File: src/rtl/uart_rx_fifo.sv
// rtl/uart_rx_fifo.sv - receive FIFO between a serial receiver and an IO data register
//
// Purpose: captures bytes offered by a UART receiver via a level rxrdy/rxdone
// handshake and queues them for software reads through an IO read strobe.
//
// Ports:
//   clk     system clock, rising edge
//   rst     asynchronous active-low reset
//   rxrdy   byte-ready level from receiver, held until acknowledged
//   rxdata  received byte, valid while rxrdy=1
//   rxdone  one-cycle registered acknowledge to receiver
//   rd      IO read strobe of data register (may be held several cycles)
//   clr     IO write strobe of status register, clears ovf
//   data    byte at FIFO head, 8'h00 when empty
//   rdy     FIFO non-empty
//   count   bytes held, 0..DEPTH
//   ovf     sticky overflow flag
module uart_rx_fifo #(
  parameter int DEPTH = 16,
  parameter int AW    = 4
) (
  input  logic          clk,
  input  logic          rst,
  input  logic          rxrdy,
  input  logic [7:0]    rxdata,
  output logic          rxdone,
  input  logic          rd,
  input  logic          clr,
  output logic [7:0]    data,
  output logic          rdy,
  output logic [AW:0]   count,
  output logic          ovf
);

  typedef enum logic [1:0] {
    S_IDLE = 2'd0,
    S_ACK  = 2'd1,
    S_WAIT = 2'd2
  } state_t;

  localparam logic [AW-1:0] PTR_ONE  = AW'(1);
  localparam logic [AW:0]   CNT_ONE  = (AW+1)'(1);
  localparam logic [AW:0]   FULL_CNT = (AW+1)'(DEPTH);

  logic [7:0]    mem [DEPTH];
  logic [AW-1:0] wp;
  logic [AW-1:0] rp;
  logic [AW:0]   cnt;
  logic          rd_q;
  state_t        state;

  logic push_req;
  logic pop;
  logic push_ok;
  logic drop;

  // A capture is attempted only from IDLE, so a byte held on rxrdy through
  // ACK/WAIT is never taken twice.
  assign push_req = (state == S_IDLE) && rxrdy;
  // Rising edge of rd gives exactly one pop per strobe, however long it is held.
  assign pop      = rd && !rd_q && (cnt != '0);
  // When full, a push is still accepted if a pop frees the head slot this edge.
  assign push_ok  = push_req && ((cnt != FULL_CNT) || pop);
  assign drop     = push_req && !push_ok;

  always_ff @(posedge clk or negedge rst) begin
    if (!rst) begin
      state  <= S_IDLE;
      rxdone <= 1'b0;
      wp     <= '0;
      rp     <= '0;
      cnt    <= '0;
      rd_q   <= 1'b0;
      ovf    <= 1'b0;
    end else begin
      rd_q <= rd;

      case (state)
        S_IDLE: begin
          if (rxrdy) begin
            state  <= S_ACK;
            rxdone <= 1'b1;
          end else begin
            rxdone <= 1'b0;
          end
        end
        S_ACK: begin
          state  <= S_WAIT;
          rxdone <= 1'b0;
        end
        S_WAIT: begin
          rxdone <= 1'b0;
          if (!rxrdy) begin
            state <= S_IDLE;
          end
        end
        default: begin
          state  <= S_IDLE;
          rxdone <= 1'b0;
        end
      endcase

      if (push_ok) begin
        wp <= wp + PTR_ONE;
      end
      if (pop) begin
        rp <= rp + PTR_ONE;
      end
      if (push_ok && !pop) begin
        cnt <= cnt + CNT_ONE;
      end else if (pop && !push_ok) begin
        cnt <= cnt - CNT_ONE;
      end

      // Set wins over clear when both happen on the same edge.
      if (drop) begin
        ovf <= 1'b1;
      end else if (clr) begin
        ovf <= 1'b0;
      end
    end
  end

  // Storage is not reset; unread slots are masked by the empty check below.
  always_ff @(posedge clk) begin
    if (push_ok) begin
      mem[wp] <= rxdata;
    end
  end

  assign count = cnt;
  assign rdy   = (cnt != '0);
  assign data  = rdy ? mem[rp] : 8'h00;

endmodule

File: config.mk
export PLATFORM = sky130hd
export DESIGN_NAME = uart_rx_fifo
export DESIGN_NICKNAME = d
export VERILOG_FILES = /design/src/rtl/uart_rx_fifo.sv
export SDC_FILE = /design/constraint.sdc
export NUM_CORES = 1
export LEC_CHECK = 0
export CAP_MARGIN = 20
export CELL_PAD_IN_SITES_DETAIL_PLACEMENT = 0
export CELL_PAD_IN_SITES_GLOBAL_PLACEMENT = 1
export CORE_ASPECT_RATIO = 0.9
export CORE_MARGIN = 1.5
export CORE_UTILIZATION = 56
export DETAILED_ROUTE_END_ITERATION = 12
export PLACE_DENSITY = 0.91
export SLEW_MARGIN = 0
export SYNTH_ARGS = -nofsm -noshare
export SYNTH_HDL_FRONTEND = slang
export SYNTH_SLANG_ARGS = --single-unit
File: constraint.sdc
create_clock -name clk -period 7.9 [get_ports clk]
set_clock_uncertainty 0.15 [all_clocks]
set_input_delay 1.185 -clock clk [delete_from_list [all_inputs] [get_ports clk]]
set_output_delay 1.185 -clock clk [all_outputs]
set_load 0.02 [all_outputs]
==> results_dict.tcl <==
set metrics [dict create \
    outcome "finished, violations left" \
    violations "design-rule violations" \
    irDropWorstVdd_uv 208 \
    crit_required_ps 6570 \
    drtIter0Drc 200 \
    path_max_fanout 28 \
    synth-edff-count 128 \
    yosysUniqueCellTypes 39 \
    num_io_pins 29 \
    wl_um 11400 \
    finalCriticalPeriod_ps 4510 \
    grt_pass1_vias 3129 \
    core_mm2 0.0103 \
    port_buffers 28 \
    avgSynthCellArea_um2 19.4 \
    slew_headroom 0.358 \
    whs_path_depth 1 \
    worstSetupPathType "reg2out" \
    crit_start "rp[1]" \
    die_w_um 112 \
    syn2layout_area_growth_pct 16.6 \
    seqPwrFrac 0.369 \
    worst_setup_path_end_kind "primary output" \
    seq_area_frac_synth 0.712 \
    setup_viol 0 \
    hold_end "state[1]" \
    overflow 0 \
    async_reset_ff_frac 0.123 \
    numCtsBuffers 17 \
    cts_sinks 146 \
    crit_arrival_ps 3180 \
    post_cts_buffers 0 \
    routed_via_density 6.12 \
    rsz0062_at_grt "no" \
    hp-start "state[1]" \
    reg2reg_depth 9 \
    num_vias 2991 \
    combPwrFrac 0.308 \
    grt_antenna_before_repair 0 \
    reg2reg_from "count[0]" \
    root_buffer "clkbuf_16" \
    cap_viol_max_count 0 \
    synth_nets 334 \
    synth_warnings 0 \
    max_freq_ghz 0.222 \
    cts_tree "yes" \
    drt_first_pass_iters 9 \
    min_path_type "reg2reg" \
    tightest_slew_ps 960 \
    fin_util 0.680 \
    tns_ps 0 \
    clk_latency_ps 410 \
    drc 2 \
    synth-seq-cells 146 \
    row_count 35 \
    cts_max_path_buffers 2 \
    grt_max_degree 29 \
    r2r-end "count[4]" \
    postCtsResizedCells 0 \
    start_kind "flop" \
    antenna_cells 0 \
    antenna_left 0 \
    power_density_mw_per_mm2 388 \
    fp.dieArea_mm2 0.0114 \
    synth_cells 311 \
    intPower_uw 1900 \
    synth_top_flop_cell "edfxtp_1" \
    p_sw_frac 0.302 \
    slew_violations 0 \
    nNetsFinal 370 \
    cts.clk_slew.worst_paths_ps 60 \
    leakagePower_uw 0.00242 \
    die_h_um 101 \
    gp_congestion 0.747 \
    pwr-share-clk 0.323 \
    post_drt_wl_per_cell_um 23.3 \
    post-route-period-util 0.571 \
    final_layout_size_suffix_gt1_frac 0.194 \
    dp_hpwl_um 6830 \
    grt_first_pass_wirelength_um 17800 \
    regToRegSetupSlack_ps 4240 \
    syn_area_mm2 0.00603 \
    initial_utilization 0.583 \
    hold_violations 0 \
    cts_max_level 4 \
    grtUsageTotal 0.221 \
    cts_hold_buffers 0 \
    p_sw_uw 825 \
]
## power by group through the flow
stage / logic (uW) / clock network [uW] / registers [uW]
5_1_grt: 912 / 921 / 1020
4_1_cts: 854 / 889 / 1000
2_1_floorplan: 623 / 0 / 996
3_3_place_gp: 827 / 0 / 1010
3_5_place_dp: 847 / 0 / 1020
6_report: 841 / 883 / 1010
## cell usage after synthesis, drive strengths merged, types with 2 or more instances
cell type  number  area (um^2)
a21oi          10         50.1
o21ai          14         70.1
mux2i           9         90.1
inv            11         41.3
nor2            4         15.0
and3            2         12.5
a21o            2         15.0
nand4           2         12.5
nand3           3         15.0
xnor2           8         70.1
buf            12          110
clkbuf          2         11.3
nand2           7         26.3
nor3            3         15.0
dfrtp          18          450
mux4           32          754
edfxtp        128         3840
and2           12         75.1
ha              9          113
mux2           10          113
## registers in the layout (all words and copies together), names as in the netlist
name    cells
state       2
count       5
rd_q        1
ovf         1
rp          4
rxdone      1
mem       128
wp          4
## routing by layer
layer,up-vias,GRT usage,routed length (um)
met3,18,0.0628,745
li1,1315,-,-
met2,116,0.355,5760
met1,1542,0.284,4680
met5,-,0,0
met4,0,0.111,220
## how the worst max path moves through the flow
stage	to	depth (start not counted)
2_1_floorplan	count[4]	8
3_3_place_gp	count[4]	9
3_5_place_dp	count[4]	9
4_1_cts	data[7]	6
5_1_grt	data[7]	6
6_report	data[7]	6
## cell families after synthesis
group | after synthesis | share of synthesized area
AOI/OAI and AO/OA | 29 | 0.0272
adders and majority gates | 10 | 0.0220
muxes | 51 | 0.159
xor gates and xnor gates | 9 | 0.0131
buffers and inverters | 25 | 0.0270
DFF | 146 | 0.712
and+or+nand+nor | 41 | 0.0394
## worst max-delay path, cell delays in order, from the launching register on
cell and delay [ps]:
dfrtp_1 510, buf_4 480, mux4_1 610, mux2_2 310
o21ai_1 140, a21oi_1 100, clkdlybuf4s50_1 600
## cell usage in the layout, fill, tap and decap left out, types with 2 or more instances in the layout
cell type	n
a21o_1	2
a21oi_1	10
and2_1	12
and3_1	2
buf_4	3
bufinv_16	5
clkbuf_16	17
clkdlybuf4s50_1	28
clkinv_4	4
dfrtp_1	18
edfxtp_1	128
ha_1	9
inv_1	11
inv_6	2
mux2_2	10
mux2i_1	9
mux4_1	9
mux4_2	23
nand2_1	7
nand3_1	3
nand4_1	2
nor2_1	4
nor3_1	3
o21ai_0	10
o21ai_1	4
xnor2_1	8
## area by class of cell
type | instances | area [um^2]
clock buffer | 17 | 425
timing repair buffer | 31 | 303
inverter | 11 | 41.3
multi-input combinational | 140 | 1570
fill | 659 | 3310
tap | 129 | 161
sequential | 146 | 4290
clock inverter | 15 | 230
## through the flow
| step | setup WS [ps] | cell area, um^2 | power [uW] | hold slack (ps) | std cells |
|---|---|---|---|---|---|
| 6_report | 3390 | 7030 | 2730 | 350 | 489 |
| 5_1_grt | 3290 | 7030 | 2850 | 397 | 489 |
| 4_1_cts | 3370 | 7030 | 2750 | 355 | 489 |
| 3_5_place_dp | 3450 | 6370 | 1860 | 345 | 457 |
| 3_3_place_gp | 3650 | 6370 | 1840 | 330 | 457 |
| 2_1_floorplan | 4270 | 6030 | 1620 | 308 | 311 |
(Power assumes the default switching activity.)
